==> config.mk <==
export PLATFORM = sky130hd
export DESIGN_NAME = mul_share_arbiter
export DESIGN_NICKNAME = d
export VERILOG_FILES = /design/src/rtl/mul_share_arbiter.sv
export SDC_FILE = /design/constraint.sdc
export NUM_CORES = 1
export LEC_CHECK = 0
export BUFFER_PORTS_ARGS = -buffer_cell sky130_fd_sc_hd__buf_4
export CORE_MARGIN = 4
export CORE_UTILIZATION = 59
export CTS_BUF_LIST = sky130_fd_sc_hd__clkbuf_8
export CTS_CLUSTER_DIAMETER = 150
export CTS_CLUSTER_SIZE = 14
export DETAILED_ROUTE_END_ITERATION = 10
export GPL_TIMING_DRIVEN = 0
export MAX_ROUTING_LAYER = met4
export PLACE_DENSITY = 0.82
export SETUP_SLACK_MARGIN = 0.1
export SLEW_MARGIN = 20
export SYNTH_ARGS = -nofsm -noshare
export SYNTH_HDL_FRONTEND = slang
export SYNTH_SLANG_ARGS = --single-unit
==> constraint.sdc <==
create_clock -name clk -period 5.6 [get_ports clk]
set_input_delay 0.28 -clock clk [delete_from_list [all_inputs] [get_ports clk]]
set_output_delay 0.28 -clock clk [all_outputs]
set_load 0.02 [all_outputs]
==> src/rtl/mul_share_arbiter.sv <==
// Two-requester front end for one 2-stage W x W unsigned multiplier with credit-gated issue and per-requester result FIFOs.
// Build option: define MUL_ARB_FIXED_PRIO_EN for fixed priority (requester 0 wins); default is round-robin.
module mul_share_arbiter #(
   parameter int W     = 4,
   parameter int DEPTH = 2
) (
   input  logic           clk,
   input  logic           rst,
   input  logic           req0_valid,
   output logic           req0_ready,
   input  logic [W-1:0]   req0_a,
   input  logic [W-1:0]   req0_b,
   input  logic           req1_valid,
   output logic           req1_ready,
   input  logic [W-1:0]   req1_a,
   input  logic [W-1:0]   req1_b,
   output logic           res0_valid,
   input  logic           res0_ready,
   output logic [2*W-1:0] res0_data,
   output logic           res1_valid,
   input  logic           res1_ready,
   output logic [2*W-1:0] res1_data,
   output logic           busy
);

   localparam int PW = 2 * W;
   localparam int AW = (DEPTH > 1) ? $clog2(DEPTH) : 1;
   localparam int CW = $clog2(DEPTH + 1);
   localparam logic [CW:0]   DEPTH_C = (CW + 1)'(DEPTH);
   localparam logic [AW-1:0] LAST_C  = AW'(DEPTH - 1);

   // Handshake: a transfer happens in any cycle where valid & ready are both high;
   // the producer keeps valid and payload stable until then. req ready is
   // combinational from valid, credits and arbitration state only.

   logic [1:0]    req_valid;
   logic [1:0]    res_ready;
   logic [1:0]    res_valid;
   logic [1:0]    pop;
   logic [1:0]    push;
   logic [1:0]    elig;
   logic [1:0]    gnt;
   logic          acc;
   logic          sel;
   logic [W-1:0]  op_a;
   logic [W-1:0]  op_b;
   logic [PW-1:0] pp;
   logic [PW-1:0] half_lo;
   logic [PW-1:0] half_hi;
   logic [PW-1:0] product;
   logic [CW:0]   occ [2];

   logic          s1_valid;
   logic          s1_tag;
   logic [PW-1:0] s1_lo;
   logic [PW-1:0] s1_hi;

   logic [PW-1:0] mem    [2][DEPTH];
   logic [AW-1:0] rd_ptr [2];
   logic [AW-1:0] wr_ptr [2];
   logic [CW-1:0] count  [2];

   function automatic logic [AW-1:0] ptr_inc(input logic [AW-1:0] p);
      return (p == LAST_C) ? '0 : p + 1'b1;
   endfunction

   assign req_valid = {req1_valid, req0_valid};
   assign res_ready = {res1_ready, res0_ready};

   // Occupancy counts the stage-1 slot as well, so an accepted op always has a FIFO slot waiting.
   always_comb begin
      for (int r = 0; r < 2; r++) begin
         res_valid[r] = ~rst & (count[r] != '0);
         pop[r]       = res_valid[r] & res_ready[r];
         push[r]      = s1_valid & (s1_tag == 1'(r));
         occ[r]       = {1'b0, count[r]} + {{CW{1'b0}}, push[r]};
         elig[r]      = req_valid[r] & ((occ[r] - {{CW{1'b0}}, pop[r]}) < DEPTH_C);
      end
   end

`ifdef MUL_ARB_FIXED_PRIO_EN
   always_comb begin
      gnt[0] = ~rst & elig[0];
      gnt[1] = ~rst & elig[1] & ~elig[0];
   end
`else
   logic last_gnt;  // requester granted most recently; reset to 1 so requester 0 wins first

   always_comb begin
      gnt[0] = ~rst & elig[0] & (~elig[1] | last_gnt);
      gnt[1] = ~rst & elig[1] & (~elig[0] | ~last_gnt);
   end

   always_ff @(posedge clk) begin
      if (rst) begin
         last_gnt <= 1'b1;
      end else if (acc) begin
         last_gnt <= sel;
      end
   end
`endif

   assign acc        = |gnt;
   assign sel        = gnt[1];
   assign req0_ready = gnt[0];
   assign req1_ready = gnt[1];

   assign op_a = sel ? req1_a : req0_a;
   assign op_b = sel ? req1_b : req0_b;

   // Stage 1 datapath: partial products split into a low-half and a high-half sum.
   always_comb begin
      half_lo = '0;
      half_hi = '0;
      pp      = '0;
      for (int j = 0; j < W; j++) begin
         pp = PW'(op_a & {W{op_b[j]}}) << j;
         if (j < W / 2) begin
            half_lo = half_lo + pp;
         end else begin
            half_hi = half_hi + pp;
         end
      end
   end

   assign product = s1_lo + s1_hi;

   always_ff @(posedge clk) begin
      if (rst) begin
         s1_valid <= 1'b0;
         s1_tag   <= 1'b0;
         s1_lo    <= '0;
         s1_hi    <= '0;
         for (int r = 0; r < 2; r++) begin
            rd_ptr[r] <= '0;
            wr_ptr[r] <= '0;
            count[r]  <= '0;
         end
      end else begin
         s1_valid <= acc;
         if (acc) begin
            s1_tag <= sel;
            s1_lo  <= half_lo;
            s1_hi  <= half_hi;
         end
         // Stage 2: final add lands directly in the owner's FIFO.
         for (int r = 0; r < 2; r++) begin
            if (push[r]) begin
               mem[r][wr_ptr[r]] <= product;
               wr_ptr[r]         <= ptr_inc(wr_ptr[r]);
            end
            if (pop[r]) begin
               rd_ptr[r] <= ptr_inc(rd_ptr[r]);
            end
            count[r] <= count[r] + CW'(push[r]) - CW'(pop[r]);
         end
      end
   end

   assign res0_valid = res_valid[0];
   assign res1_valid = res_valid[1];
   assign res0_data  = res_valid[0] ? mem[0][rd_ptr[0]] : '0;
   assign res1_data  = res_valid[1] ? mem[1][rd_ptr[1]] : '0;
   assign busy       = ~rst & (s1_valid | (count[0] != '0) | (count[1] != '0));

endmodule

Word-level counts from Yosys, hierarchy flattened
Memory sizes are Yosys's and may differ from the RTL's.
Cells that the tools add are included.

storage, ports and cells
  input port bits = 22
  logic and storage cells = 118
  memories kept = 4
  bits in writable memories = 40
  register bits after elaboration = 19

memories
  memory  depth  width  rd ports  clocked after memory_dff  wr ports  RTL line  text
  mem     2      16     2         0                         1         58        logic [PW-1:0] mem [2][DEPTH];
  count   2      2      2         0                         2         61        logic [CW-1:0] count [2];
  rd_ptr  2      1      2         0                         2         59        logic [AW-1:0] rd_ptr [2];
  wr_ptr  2      1      2         0                         2         60        logic [AW-1:0] wr_ptr [2];

cells by class
  magnitude comparators = 8
  reductions and logical operators = 6
  bitwise logic cells = 36
  $add $sub $neg = 15
  multiplexer cells = 44

operator list
  cell                                                         number
  2-to-1 mux 8 bit                                             10
  2-to-1 mux 16 bit                                            4
  2-to-1 mux 1 bit                                             24
  AND 4 bit                                                    4
  demux 8 bit (select 1 bit)                                   2
  OR reduction 16 bit                                          1
  AND 1 bit                                                    13
  OR 1 bit                                                     10
  adder 6 x 7 -> 8 bit                                         1
  adder 8 bit                                                  1
  >= comparator 2 bit (second input constant)                  4
  2-to-1 mux 4 bit                                             2
  inverter 1 -> 2 bit                                          4
  adder 2 x 1 -> 3 bit                                         2
  adder 4 x 5 -> 6 bit                                         1
  less-than comparator 3 x 2 -> 1 bit (second input constant)  2
  subtractor 3 x 1 -> 3 bit                                    2
  inverter 1 bit                                               5
  adder 1 bit (second input constant)                          4
  adder 2 x 1 -> 2 bit                                         2
  less-than comparator 2 x 1 -> 1 bit (second input constant)  2
  2-to-1 mux 2 bit                                             2
  nonzero test 2 bit                                           2
  subtractor 2 x 1 -> 2 bit                                    2
  other kinds (2)                                              3

Longest topological paths before layout
Gate-level depths: netlist of the first run.
An unclocked memory read counts as a cell.

  depth in word-level cells = 13
  gate-level depth with buffers = 23

Worst setup path after synthesis of the first run
Ideal clock, no wire load.

  path kind = register to register
  from = mem count[0][3] (netlist bit)
  to = reg s1_lo[4]
  stages on the path, launching flop included = 23
  arrival time = 4.033 ns
  clock period less this slack = 4.152 ns
  slack = 1.448 ns
  path through = dfxtp_1 -> nor2_1 -> or2_2 -> clkbuf_1 -> inv_1 -> nand2_1 -> inv_1 -> ha_1 -> inv_1 -> ha_1 -> inv_1 -> fa_1 -> xnor2_2 -> nand4b_1 -> nand2b_1 -> buf_4 -> nand3_1 -> o21ai_0 -> ha_1 -> a21o_1 -> a21o_1 -> nor4b_2 -> a211o_1

RTL lines
  element                 RTL line  text
  start: declaration      61
  end signal: assignment  143       s1_lo <= half_lo;
  end: declaration        55        logic [PW-1:0] s1_lo;

==> out/qor.csv, run 1 <==
metric,value,unit
drc_errors,0,
hp-class,input port to flop,
drt-total-wl,6020,um
layout.nets,377,
synth_nets,328,
p_total,1.46,mW
cp-end-kind,flop,
htree_levels,2,
num_vias,2189,
drv_cap,0,
postCtsHoldBufs,0,
hpwlAfterDp,4630,um
path_cells,"nor2_1, or2_2, clkbuf_1, inv_1, nand2_1, inv_1, ha_1, inv_1, ha_1, inv_1, fa_1, xnor2_2, nand4b_1, nand2b_1, clkbuf_1, o21ai_0, ha_1, inv_1, fa_1, nor2b_1, o221ai_1, a21oi_1",
via_per_inst,5.42,
diodes,0,
r2r_setup_slack,0.95,ns
cts_buffers,5,
synthArstFlopShare,0,%
status,completed,
firstDrtPassIters,4,
syn_avg_cell_area,10.4,um^2
syn_inst,287,
grt_max_degree,19,
place.port_buffers,42,
area_growth,17.0,%
fin_util,72.8,%
ctsRootBufferMaster,clkbuf_8,
rows,25,
grt_pass1_wl,10100,um
tritoncts,done,
maxSlewViolCount,0,
antenna_found_initial,0,
gp_congestion,0.910,
initial_utilization,62.2,%
path_clk_slew,0.10,ns
peakVddDrop,0.000275,V
crit_required,5.84,ns
core,0.00482,mm^2
antenna_left,0,
fin_crit_sh,83.0,%
clock_skew,0.0114,ns
cts_resized,0,
grt_pass1_vias,2134,
max_stage_delay,0.46,ns
timing.fmax,215,MHz
timing_hold_violations_final,0,
dieArea,0.00628,mm^2
cp_max_fo,10,
yosysWarnings,0,
finalSetupTns,0,ns
synth_flop_cell,edfxtp_1,
holdWs,0.296,ns
min_path_cells,3,
die_h,79.2,um
drt-initial-drc-count,100,
rr_startpoint,count[0][3],
cp-start-kind,flop,
min-delay-start,req1_b[2],
grt_usage,21.2,%
wl_per_cell,14.9,um
cp.arrival,4.89,ns
crit_path_frequent_cell,inv_1,
die_width,79.2,um
grt_setup_unrepaired,no,
slowest_stage,dfxtp_1,
clkSinkCount,55,
post_cts_buffers,0,
clkLatencyLatePin,0.31,ns
drive_gt1_share,19.6,%
finalWorstSetupSlack,0.953,ns
ioPinCount,43,
yosysSeqAreaShare,48.8,%
overflow,0,
fin_crit,4.65,ns
synth.distinct_cells,40,
reg2regPathDepth,22,
maxSlewHeadroom,51.0,%
synth_edf_count,36,
r2r_end,s1_lo[5],
dp_slack,0.986,ns
p_per_area,417,mW/mm^2
hold_end,s1_hi[2],
path_class,flop to flop,
clk_path_buf_depth,2,
tightest_slew,0.731,ns
setup_viol,0,
netlist_area,0.00299,mm^2
cellLeakagePower,1.52,nW
synth_seq_cells,55,
==> placed cells by master (no fill, tap or decap), drive strengths merged, types with 13 or more instances in the layout <==
cell type and n:
edfxtp 36, clkbuf 13, buf 46, ha 14, nand3 15, mux2i 18
o21ai 15, dfxtp 19, nor2 26, inv 22, nand2 28
==> logic make-up (layout without fill, tap and decap cells) <==
kind of cell    Yosys count  after routing  share of synthesized area, %
compound gates           49             49                          10.6
flops                    55             55                          48.8
fa+ha+maj                19             19                          9.19
simple gates            105            105                          17.6
mux                      18             18                          6.02
xor+xnor                  8              8                          2.84
buf+inv                  33             83                          4.93
==> synthesized netlist by cell type (2+ instances only) <==
master,instances,area [um^2]
edfxtp_1,36,1080
nand2_1,28,105
nor2_1,26,97.6
inv_1,20,75.1
dfxtp_1,19,380
mux2i_1,18,180
nand3_1,15,75.1
o21ai_0,15,75.1
ha_1,14,175
a21oi_1,11,55.1
clkbuf_1,8,30.0
a21o_1,7,52.6
nand2b_1,6,37.5
nor3_1,6,30.0
nor3b_1,6,45.0
xnor2_1,6,52.6
fa_1,5,100
nor2b_1,5,31.3
o21a_1,4,30.0
a211o_1,3,26.3
a211oi_1,2,15.0
and3_1,2,12.5
nand3b_1,2,15.0
nor4b_2,2,30.0
o211a_1,2,20.0
o221ai_1,2,17.5
or2_0,2,12.5
or2_2,2,12.5
xnor2_2,2,32.5
==> where the power goes <==
part           leakage [nW]  switching, mW  internal (mW)
registers             0.495         0.0507          0.542
clock network        0.0485          0.133         0.0899
logic                 0.976          0.371          0.274
total                  1.52          0.554          0.906
==> how the worst max path moves through the flow <==
stage,from,to,depth (start not counted)
floorplan,count[0][3],s1_lo[4],22
global placement,count[0][3],s1_lo[5],22
detailed placement,count[0][3],s1_lo[5],22
CTS,count[0][3],s1_lo[5],22
global route,count[0][3],s1_lo[3],22
finish,count[0][3],s1_lo[5],22
==> state kept, by name, indices dropped and copies added, names as in the netlist <==
register  flops
count         4
s1_lo         6
last_gnt      1
rd_ptr        2
wr_ptr        2
mem          32
s1_valid      1
s1_hi         6
s1_tag        1
==> metrics by stage <==
stage / cells / instance area [um^2]
final: 404 / 3500
after global routing: 404 / 3500
after CTS: 404 / 3500
after detailed placement: 396 / 3410
after global placement: 396 / 3390
after floorplan: 287 / 2990
==> area by class of cell <==
cell class	instances	area (um^2)
multi-input combinational	199	1410
sequential	55	1460
buffer	12	68.8
fill	349	1310
tap	67	83.8
clock inverter	3	22.5
timing repair buffer	42	315
inverter	21	78.8
clock buffer	5	68.8
==> critical path, delay by kind of cell, from the launching register on <==
kind,cells,cell delay (ns)
flops,1,0.46
simple gates,6,1.17
xor+xnor,1,0.21
compound gates,3,0.53
fa+ha+maj,5,1.37
buf+inv,7,0.85
==> per-layer routing <==
| layer | global-route usage, % | wire (um) | vias to the layer above | share of wire [%] |
|---|---|---|---|---|
| met1 | 26.6 | 2760 | 1018 | 46 |
| met3 | 2.95 | 268 | 8 | 4.5 |
| met2 | 35.9 | 2900 | 58 | 48 |
| met5 | - | 0 | - | 0 |
| met4 | 6.19 | 79 | 0 | 1.3 |
| li1 | - | - | 1105 | - |
Note: power is estimated with default switching activity, not from simulation.
==> run 2: changes to the inputs <==
Settings changed: CORE_UTILIZATION 59 to 53, PLACE_DENSITY 0.82 to 0.78.
Clock period 5.6 ns to 4.06 ns, I/O delays scaled along.
==> out/qor.csv, run 2 (same netlist as run 1, synthesis figures left out) <==
metric,value,unit
seq_area,0.00147,mm^2
hpwlAfterDp,4560,um
peakVddDrop,0.000482,V
dieArea,0.00692,mm^2
grt_usage,18.1,%
grt_pass1_wl,9910,um
clkSinkCount,55,
clk_path_buf_depth,2,
path_class,flop to flop,
clkLatencyLatePin,0.30,ns
tritoncts,done,
antenna_found_initial,0,
via_per_inst,5.39,
die_width,83.2,um
cp-start-kind,flop,
path_clk_slew,0.09,ns
diodes,0,
crit_required,4.29,ns
ctsRootBufferMaster,clkbuf_8,
critPathCapture,s1_lo[5],
clock_skew,0.00378,ns
multiInputGateArea,0.00145,mm^2
grt_pass1_vias,2170,
reg2regPathDepth,20,
drt-total-wl,6070,um
r2r_setup_slack,0.25,ns
top_usage_layer,met2,
ioPinCount,43,
postCtsHoldBufs,0,
rr_startpoint,count[0][3],
htree_levels,2,
layout_common_cells,"buf_4 (51), edfxtp_1 (36), nand2_1 (27), nor2_1 (25), inv_1 (19)",
maxSlewViolCount,0,
firstDrtPassIters,4,
core,0.00551,mm^2
wl_per_cell,14.6,um
setup_viol,0,
place.port_buffers,42,
drt-initial-drc-count,146,
timing.fmax,262,MHz
tightest_slew,0.784,ns
drive_gt1_share,26.2,%
layout.nets,383,
status,completed,
maxSlewHeadroom,47.4,%
cp-end-kind,flop,
drc_errors,0,
timing_hold_violations_final,0,
grt_use_met2,30.5,%
die_h,83.2,um
antenna_left,0,
cts_buffers,5,
grtUsageMet3,3.47,%
p_per_area,600,mW/mm^2
drv_cap,0,
initial_utilization,54.4,%
fin_util,66.3,%
num_vias,2235,
fill_cells,446,
gp_congestion,0.862,
hp-class,input port to flop,
met1_usage,22.0,%
area_growth,21.9,%
cp_max_fo,10,
fin_crit_sh,93.9,%
finalSetupTns,0,ns
final_common_cell,buf_4,
grt_setup_unrepaired,no,
fin_crit,3.81,ns
grt_max_degree,18,
r2r_end,s1_lo[5],
rows,27,
largest_reg_flops,32,
cellLeakagePower,1.58,nW
overflow,0,
startpoint,count[0][3],
cp.arrival,4.04,ns
## run 2: worst min path at each step
stage	startpoint	endpoint	slack, ns	depth (start not counted)
floorplan	req1_b[2]	s1_hi[2]	0.39	2
global placement	s1_lo[5]	s1_lo[5]	0.45	2
detailed placement	s1_lo[5]	s1_lo[5]	0.46	2
CTS	req1_b[0]	s1_lo[0]	0.21	3
global route	req0_b[2]	s1_hi[2]	0.24	3
finish	req0_b[0]	s1_lo[0]	0.22	3
## run 2: critical path, stage by stage (launching register included)
cell	delay [ns]
dfxtp_4	0.39
nor2_1	0.05
or2_4	0.25
inv_2	0.07
nand2_2	0.07
inv_1	0.06
ha_1	0.22
inv_1	0.07
ha_1	0.14
inv_1	0.06
fa_2	0.60
nand4b_1	0.16
nand2b_4	0.20
buf_4	0.18
o21ai_2	0.17
ha_2	0.19
inv_1	0.05
fa_1	0.42
nor2b_1	0.13
o221ai_1	0.14
a21oi_1	0.14
## run 2: repair_timing
action,in CTS,in global routing
setup buffers,2,6
resized for setup,9,20
endpoints found under the hold margin,0,0
setup endpoints to repair,8,8
pin swaps,3,9
## run 2: per-layer routing
metal	part of all wire (%)	up-vias	wire [um]
met5	0	-	0
met4	1.3	0	76
met3	4.6	5	278
met2	49	50	3000
met1	45	1062	2720
li1	-	1118	-
## run 2: stage by stage
step / instances / setup slack, ns / hold slack, ns / area (um^2) / total power [mW]
finish: 415 / 0.249 / 0.219 / 3650 / 2.19
global route: 415 / 0.0899 / 0.238 / 3650 / 2.34
CTS: 409 / 0.101 / 0.213 / 3560 / 2.10
detailed placement: 401 / -0.327 / 0.460 / 3430 / 1.73
global placement: 401 / -0.225 / 0.452 / 3410 / 1.70
floorplan: 287 / 0.111 / 0.387 / 3010 / 1.47
## run 2: power by group
group / switching (mW) / internal, mW
combinational: 0.547 / 0.468
sequential: 0.0719 / 0.752
clock: 0.167 / 0.182
total: 0.787 / 1.40
## run 2: final cells by class
cell class / instances / share of cell area [%]
multi-input combinational: 199 / 39.8
inverter: 21 / 2.16
sequential: 55 / 40.2
clock buffer: 5 / 1.89
tap: 72 / 2.47
clock inverter: 3 / 1.13
buffer: 10 / 2.06
timing repair buffer: 50 / 10.3
==> run 3: changes to the inputs <==
Settings changed: RECOVER_POWER set to 100.
==> out/qor.csv, run 3 (same netlist as run 1, synthesis figures left out) <==
metric,value,unit
postCtsHoldBufs,0,
maxSlewViolCount,0,
clkSinkCount,55,
top_usage_layer,met2,
grt_use_met2,30.5,%
grt_pass1_wl,9910,um
layout.nets,383,
reg2regPathDepth,20,
dieArea,0.00692,mm^2
drv_cap,0,
ioPinCount,43,
cellLeakagePower,1.49,nW
via_per_inst,5.40,
num_vias,2242,
die_h,83.2,um
path_class,flop to flop,
wl_per_cell,14.7,um
min_path_cells,3,
met1_usage,22.0,%
drt-initial-drc-count,132,
rows,27,
cp.arrival,4.07,ns
clkLatencyLatePin,0.30,ns
tritoncts,done,
p_total,2.12,mW
core,0.00551,mm^2
grt_usage,18.1,%
die_width,83.2,um
gp_congestion,0.862,
antenna_left,0,
crit_family,adder cells,
ctsRootBufferMaster,clkbuf_8,
placed_cells,401,
slowest_stage,fa_2,
cp-end-kind,flop,
grtUsageMet3,3.47,%
hp-class,input port to flop,
crit_path_frequent_cell,inv_1,
initial_utilization,54.4,%
drt-total-wl,6090,um
fin_util,64.2,%
cp-start-kind,flop,
timing_hold_violations_final,0,
r2r_end,s1_lo[5],
setup_viol,0,
rr_startpoint,count[0][3],
final_design_area_no_fill,0.00353,mm^2
htree_levels,2,
cp_max_fo,10,
antenna_found_initial,0,
crit_required,4.29,ns
final_common_cell,edfxtp_1,
area_growth,18.1,%
grt_pass1_vias,2170,
hold_end,s1_lo[0],
diodes,0,
layout_common_cells,"edfxtp_1 (36), buf_4 (28), nand2_1 (27), clkbuf_1 (27), nor2_1 (26)",
drive_gt1_share,16.9,%
timing.fmax,261,MHz
path_cells,"nor2_1, or2_4, inv_1, nand2_2, inv_1, ha_1, inv_1, ha_1, inv_1, fa_2, nand4b_1, nand2b_4, buf_4, o21ai_2, ha_1, inv_1, fa_1, nor2b_1, o221ai_1, a21oi_1",
place.port_buffers,42,
place_area,0.00343,mm^2
max_stage_delay,0.60,ns
fin_crit_sh,94.4,%
grt_setup_unrepaired,no,
clock_skew,0.00335,ns
fin_crit,3.83,ns
clk_path_buf_depth,2,
p_per_area,600,mW/mm^2
drc_errors,0,
firstDrtPassIters,4,
worst-path-buf-inv,6,
cts_buffers,5,
peakVddDrop,0.000475,V
hpwlAfterDp,4560,um
grt_max_degree,18,
finalNonFillerCells,415,
largest_reg_flops,32,
holdWs,0.219,ns
path_clk_slew,0.09,ns
min-delay-start,req0_b[0],
overflow,0,
status,completed,
maxSlewHeadroom,7.84,%
r2r_setup_slack,0.23,ns
tightest_slew,1.38,ns
-- run 3: metal layers --
| layer | wire length (um) | part of all wire [%] |
|---|---|---|
| met1 | 2710 | 45 |
| met2 | 2970 | 49 |
| met3 | 339 | 5.6 |
| met4 | 65 | 1.1 |
| met5 | 0 | 0 |
-- run 3: repair_timing --
item,4_1_cts,5_1_grt
endpoints found under the setup margin,8,8
endpoints found under the hold margin,0,0
pin swaps,3,9
buffers inserted,2,6
gates resized for setup,9,20
-- run 3: worst min-delay path: stages --
cell and delay, ns:
buf_4 0.10, mux2i_1 0.06, o21ai_0 0.12
-- run 3: worst max-delay path by stage --
stage | startpoint | to | slack, ns | depth (start not counted)
2_1_floorplan | count[0][1] | s1_lo[4] | 0.11 | 22
3_3_place_gp | count[0][1] | s1_lo[4] | -0.23 | 22
3_5_place_dp | count[0][3] | s1_lo[5] | -0.33 | 22
4_1_cts | count[0][1] | s1_lo[5] | 0.10 | 22
5_1_grt | count[0][3] | s1_hi[7] | 0.05 | 20
6_report | count[0][3] | s1_lo[5] | 0.23 | 20
-- run 3: final cells by class --
type | instances | area, um^2
timing repair buffer | 50 | 293
clock buffer | 5 | 68.8
fill | 457 | 1970
buffer | 10 | 75.1
multi-input combinational | 199 | 1420
tap | 72 | 90.1
inverter | 21 | 78.8
clock inverter | 3 | 41.3
sequential | 55 | 1470
-- run 3: power breakdown --
group          switching, mW  total, mW  internal [mW]  leakage, nW
registers             0.0689      0.821          0.752        0.497
logic                  0.540      0.950          0.410        0.936
clock network          0.167      0.348          0.182       0.0556
-- run 3: metrics by stage --
stage	setup TNS (ns)	setup slack [ns]
global route	0	0.0465
global placement	-1.28	-0.225
floorplan	0	0.111
detailed placement	-1.93	-0.327
CTS	0	0.101
finish	0	0.226
